==> src/rtl/tensor_core_pkg.sv <==
// Shared types and constants for the tensor core scheduler: FSM state encoding,
// operation codes and the default compute latency.
package tensor_core_pkg;

  typedef enum logic [2:0] {
    StIdle,
    StLoad,
    StStart,
    StCompute,
    StCapture,
    StRespond
  } state_e;

  localparam logic [1:0] OP_MATMUL = 2'b00;
  localparam logic [1:0] OP_ADD    = 2'b01;
  localparam logic [1:0] OP_RELU   = 2'b10;

  localparam int unsigned DEFAULT_COMPUTE_CYCLES = 5;

  // Both 2'b10 and 2'b11 request relu; fold them onto a single core encoding.
  function automatic logic [1:0] decode_op(input logic [1:0] op);
    case (op)
      2'b00:   return OP_MATMUL;
      2'b01:   return OP_ADD;
      default: return OP_RELU;
    endcase
  endfunction

endpackage

==> src/rtl/rr_arbiter.sv <==
// Round-robin arbiter: one-hot grant among NUM_REQ requests. The search starts
// one past the last granted index; the pointer moves only when i_update is high.
module rr_arbiter #(
  parameter int unsigned NUM_REQ = 2,
  localparam int unsigned IdxW   = $clog2(NUM_REQ)
) (
  input  logic               i_clk,
  input  logic               i_rst,
  input  logic [NUM_REQ-1:0] i_req,
  input  logic               i_update,
  output logic [NUM_REQ-1:0] o_grant,
  output logic [IdxW-1:0]    o_grant_idx
);

  logic [IdxW-1:0] r_ptr;
  logic [IdxW-1:0] w_cand;
  logic [IdxW-1:0] w_idx;
  logic            w_found;

  // Scan from the pointer, wrapping, and take the first active request.
  always_comb begin
    w_found = 1'b0;
    w_idx   = '0;
    w_cand  = '0;
    for (int unsigned k = 0; k < NUM_REQ; k++) begin
      w_cand = IdxW'((32'(r_ptr) + k) % NUM_REQ);
      if (!w_found && i_req[w_cand]) begin
        w_found = 1'b1;
        w_idx   = w_cand;
      end
    end
  end

  // Expand the winning index to a one-hot grant.
  always_comb begin
    o_grant        = '0;
    o_grant[w_idx] = w_found;
    o_grant_idx    = w_idx;
  end

  // Advance the pointer to the slot after the winner on an accepted grant.
  always_ff @(posedge i_clk) begin
    if (i_rst) begin
      r_ptr <= '0;
    end else if (i_update && w_found) begin
      r_ptr <= (w_idx == IdxW'(NUM_REQ - 1)) ? '0 : w_idx + 1'b1;
    end
  end

endmodule

==> src/rtl/tensor_core_scheduler.sv <==
// Schedules NUM_REQ requesters onto one small tensor core:
// IDLE -> LOAD -> START -> COMPUTE -> CAPTURE -> RESPOND.
// Optional macro TENSOR_SCHED_STATS_EN enables the completed_ops counter.
module tensor_core_scheduler
  import tensor_core_pkg::*;
#(
  parameter int unsigned NUM_REQ        = 2,
  parameter int unsigned COMPUTE_CYCLES = DEFAULT_COMPUTE_CYCLES
) (
  input  logic                       tensor_core_clock,
  input  logic                       tensor_core_reset,
  input  logic [NUM_REQ-1:0]         req_valid,
  input  logic [2*NUM_REQ-1:0]       req_op,
  output logic [NUM_REQ-1:0]         req_ready,
  output logic [$clog2(NUM_REQ)-1:0] grant_id,
  output logic                       operand_load,
  output logic                       core_start,
  output logic [1:0]                 core_operation_select,
  output logic                       result_capture,
  output logic [NUM_REQ-1:0]         done_valid,
  input  logic [NUM_REQ-1:0]         done_ready,
  output logic                       busy,
  output logic [15:0]                completed_ops
);

  localparam int unsigned IdxW = $clog2(NUM_REQ);
  localparam int unsigned CntW = (COMPUTE_CYCLES > 1) ? $clog2(COMPUTE_CYCLES) : 1;

  state_e             r_state;
  state_e             w_state_next;
  logic [CntW-1:0]    r_cnt;
  logic [IdxW-1:0]    r_grant_id;
  logic [1:0]         r_op;
  logic [NUM_REQ-1:0] w_grant;
  logic [IdxW-1:0]    w_grant_idx;
  logic               w_accept;
  logic               w_done_hs;

  assign w_accept  = (r_state == StIdle) && (|req_valid) && !tensor_core_reset;
  assign w_done_hs = (r_state == StRespond) && done_ready[r_grant_id];

  rr_arbiter #(
    .NUM_REQ (NUM_REQ)
  ) u_arb (
    .i_clk       (tensor_core_clock),
    .i_rst       (tensor_core_reset),
    .i_req       (req_valid),
    .i_update    (w_accept),
    .o_grant     (w_grant),
    .o_grant_idx (w_grant_idx)
  );

  // State register.
  always_ff @(posedge tensor_core_clock) begin
    if (tensor_core_reset) begin
      r_state <= StIdle;
    end else begin
      r_state <= w_state_next;
    end
  end

  // Next-state logic.
  always_comb begin
    w_state_next = r_state;
    unique case (r_state)
      StIdle:    if (|req_valid) w_state_next = StLoad;
      StLoad:    w_state_next = StStart;
      StStart:   w_state_next = StCompute;
      StCompute: if (r_cnt == '0) w_state_next = StCapture;
      StCapture: w_state_next = StRespond;
      StRespond: if (w_done_hs) w_state_next = StIdle;
      default:   w_state_next = StIdle;
    endcase
  end

  // Latch owner and operation on acceptance; they steer the operand mux until IDLE.
  always_ff @(posedge tensor_core_clock) begin
    if (tensor_core_reset) begin
      r_grant_id <= '0;
      r_op       <= OP_MATMUL;
    end else if (w_accept) begin
      r_grant_id <= w_grant_idx;
      r_op       <= decode_op(req_op[{w_grant_idx, 1'b0} +: 2]);
    end
  end

  // Compute cycle counter: loaded in START, counts down through COMPUTE.
  always_ff @(posedge tensor_core_clock) begin
    if (tensor_core_reset) begin
      r_cnt <= '0;
    end else if (r_state == StStart) begin
      r_cnt <= CntW'(COMPUTE_CYCLES - 1);
    end else if ((r_state == StCompute) && (r_cnt != '0)) begin
      r_cnt <= r_cnt - 1'b1;
    end
  end

  // Moore outputs; everything is forced low while reset is held.
  always_comb begin
    req_ready             = '0;
    grant_id              = '0;
    operand_load          = 1'b0;
    core_start            = 1'b0;
    core_operation_select = 2'b00;
    result_capture        = 1'b0;
    done_valid            = '0;
    busy                  = 1'b0;
    if (!tensor_core_reset) begin
      grant_id              = r_grant_id;
      core_operation_select = r_op;
      busy                  = (r_state != StIdle);
      unique case (r_state)
        StIdle:    req_ready = w_grant;
        StLoad:    operand_load = 1'b1;
        StStart:   core_start = 1'b1;
        StCompute: ;
        StCapture: result_capture = 1'b1;
        StRespond: done_valid[r_grant_id] = 1'b1;
        default:   ;
      endcase
    end
  end

`ifdef TENSOR_SCHED_STATS_EN
  logic [15:0] r_completed;

  // Saturating count of completion handshakes.
  always_ff @(posedge tensor_core_clock) begin
    if (tensor_core_reset) begin
      r_completed <= '0;
    end else if (w_done_hs && (r_completed != 16'hFFFF)) begin
      r_completed <= r_completed + 16'd1;
    end
  end

  assign completed_ops = tensor_core_reset ? 16'h0 : r_completed;
`else
  assign completed_ops = 16'h0;
`endif

endmodule

==> config.mk <==
export PLATFORM = sky130hd
export DESIGN_NAME = tensor_core_scheduler
export DESIGN_NICKNAME = d
export VERILOG_FILES = /design/src/rtl/tensor_core_pkg.sv /design/src/rtl/rr_arbiter.sv /design/src/rtl/tensor_core_scheduler.sv
export SDC_FILE = /design/constraint.sdc
export NUM_CORES = 1
export LEC_CHECK = 0
export ABC_AREA = 1
export CAP_MARGIN = 30
export CORE_MARGIN = 10
export CORE_UTILIZATION = 43
export CTS_CLUSTER_SIZE = 30
export DETAILED_ROUTE_END_ITERATION = 8
export PLACE_DENSITY = 0.83
export SLEW_MARGIN = 20
export SYNTH_ARGS = -nofsm -noshare
export SYNTH_HDL_FRONTEND = slang
export SYNTH_HIERARCHICAL = 1
export SYNTH_SLANG_ARGS = --single-unit
==> constraint.sdc <==
create_clock -name tensor_core_clock -period 3.1 [get_ports tensor_core_clock]
set_clock_uncertainty 0.1 [all_clocks]
set_input_delay 0.62 -clock tensor_core_clock [delete_from_list [all_inputs] [get_ports tensor_core_clock]]
set_output_delay 0.62 -clock tensor_core_clock [all_outputs]
set_load 0.03 [all_outputs]
==> metrics.txt <==
R2R Path End r_state[0]; fraction of layout cells with a size suffix above 1 12.3%; register area 200 um2; Tot GR Track Use 9.32%; Setup Buffers After CTS 0; hold path start u_arb/r_ptr; WS Path Type in2out; most common cell in the synthesized netlist nand2_1; Critical Path AT 2220 ps; #FFs+latches synth 10; first-pass GRT wire length 3240 um; first drt pass iteration count 4; Pint 274 uW; Reg2Reg Setup Slack 1800 ps; Worst Setup Start Kind input pin; Die Span X 62.9 um; cell mode on critical path clkdlybuf4s50_1; hold_buf cts 0; pre-CTS setup slack 123 ps; cell family with most CP delay buffers and inverters; Flop pwr share 35.0%; Max Cap Violations 0; mapped cell area 792 um2; Mapped Cells 123; Slowest-stage cell, CP clkdlybuf4s50_1; Static Leak 0.453 nW; CP max stage delay 680 ps; drt drc 0; # rows 15; status finished clean; post-CTS sizing 0; Area Overhead vs Synth 26.1%; Yosys warning count 6; DP Wirelength 1610 um; top post-synthesis cells by area dfxtp_1 (25%), buf_4 (15%), nand2_1 (11%), inv_1 (8.1%), nor2_1 (7.1%); CTS tree done; Setup TNS 0 ps; final setup violation count 0; total number of vias 770; logic gate share of total power 38.3%; RSZ-0062 raised after global routing false; CP Launch Point tensor_core_reset; Tcrit/Tclk final 94.8%; worst skew pair latency 270 ps; post-synth top area share 25.3%; Top-Level Pins 37; WL/cell 11.2 um; Nets 159; Final Hold Fails 0; critical-path maximum fanout 7; Max Clk Rate 340 MHz; antenna violations before repair 0; area of the multi-input gates 452 um2; top_reg_cell synth dfxtp_1; EDFF count, synth 0; RD Place Congestion 0.772; Post-synth top cells nand2_1 (23), inv_1 (17), buf_4 (16), nor2_1 (15), dfxtp_1 (10); Sw Share 40.0%; Levels on crit path 5; Mapped Avg Cell Area 6.44 um2; Reg-to-Reg Start r_cnt[0]; Worst VDD drop 275 uV; Hold Path Class reg2reg; post-route ant nets 0; critical path buffer and inverter count 3; CTS Sinks 10; core footprint 1750 um2; cell area power density 458 nW/um2; fraction of registers with async set/reset 0%; FILL cells 171; Crit path required time 2380 ps; post-synthesis cell type count 23; largest net degree at the start of global routing 9; Net Sw Power 183 uW; final slew viol count 0; H-tree levels 1; gr ovfl total 0; initial DRC count 17; vias in the first global route 792; cells along the critical path clkdlybuf4s50_1 -> inv_2 -> nand3_2 -> nor2_1 -> clkdlybuf4s50_1; Clock power frac 26.6%; Reg2Reg Depth 7; Post-Route WL 1920 um; CTS Buffer Depth 2; port bufs 20; ANT cells 0; total CTS buffers 3; final worst slack 160 ps; Yosys top cell by area dfxtp_1; initial core utilization 45.4%; CP endpoint req_ready[1]; Clock Tree Root clkbuf_4; Clock Pin Slew Worst Setup and Hold Paths 70 ps; Setup crit end kind output pin; die height 62.9 um; die area 3960 um2; register area share after synthesis 25.3%; fin crit period 2940 ps; vias per cell 4.50
kinds of logic (layout without fill, tap and decap cells):
group | after synthesis | in the layout | share of synthesized area (%)
buf+inv | 36 | 44 | 24.8
other cells | 1 | 16 | 0.473
compound gates | 15 | 15 | 11.1
fa+ha+maj | 2 | 2 | 3.16
simple gates | 59 | 59 | 35.2
flops | 10 | 10 | 25.3
registers in the layout, indices dropped and copies added, names as in the netlist:
signal and count:
r_cnt 3, r_grant_id 1, r_op 2, r_state 3, u_arb/r_ptr 1
per-stage QoR:
step                hold WS [ps]  instance area, um2  power, mW  cells  utilization, %
finish                       372                 998      0.457    171            57.2
global route                 400                 998      0.481    171            57.2
CTS                          374                 998      0.457    171            57.2
detailed placement           363                 962      0.336    167            55.1
global placement             346                 962      0.331    167            55.1
floorplan                    336                 848      0.299    138               -
cell type report:
cell class              instances  area share, %
clock buffers                   4           3.63
inverters                      19           7.14
multi-input cells              92           45.2
flip-flops and latches         10           20.1
well taps                      25           3.13
repair buffers                 21           20.8
power by group through the flow:
stage	Combinational, mW	Sequential [mW]	Clock (mW)
5_1_grt	0.193	0.162	0.126
6_report	0.175	0.160	0.122
3_5_place_dp	0.174	0.163	0
2_1_floorplan	0.140	0.159	0
3_3_place_gp	0.170	0.162	0
4_1_cts	0.175	0.160	0.122
metal layers:
layer  vias to the layer above  global-route usage [%]  wire [um]
met4                         0                    2.51         29
li1                        399                       -          -
met2                        29                    18.3       1020
met1                       337                    8.78        710
met3                         5                    3.23        151
met5                         -                       0          0
tightest hold or removal path, stage by stage, from the launching register on:
cell and delay, ps:
dfxtp_1 310, nand2_1 60, a21oi_1 50
worst min-delay path by stage:
stage | endpoint | slack, ps | depth (start not counted)
2_1_floorplan | r_cnt[0] | 340 | 2
3_3_place_gp | r_cnt[0] | 350 | 2
3_5_place_dp | u_arb/r_ptr | 360 | 2
4_1_cts | u_arb/r_ptr | 370 | 2
5_1_grt | r_cnt[0] | 400 | 2
6_report | u_arb/r_ptr | 370 | 2
cells in the final DEF, fill, tap and decap left out, drive strengths merged:
cell type and count:
ha 2, a31oi 1, o21a 1, inv 19, dfxtp 10, nand3 11, clkdlybuf4s50 20, conb 16
nand2 25, buf 1, nor2 21, a21boi 2, nor3 1, o21ai 5, clkbuf 4, nand4 1
a21oi 6
Power figures use the tool's default switching activity.
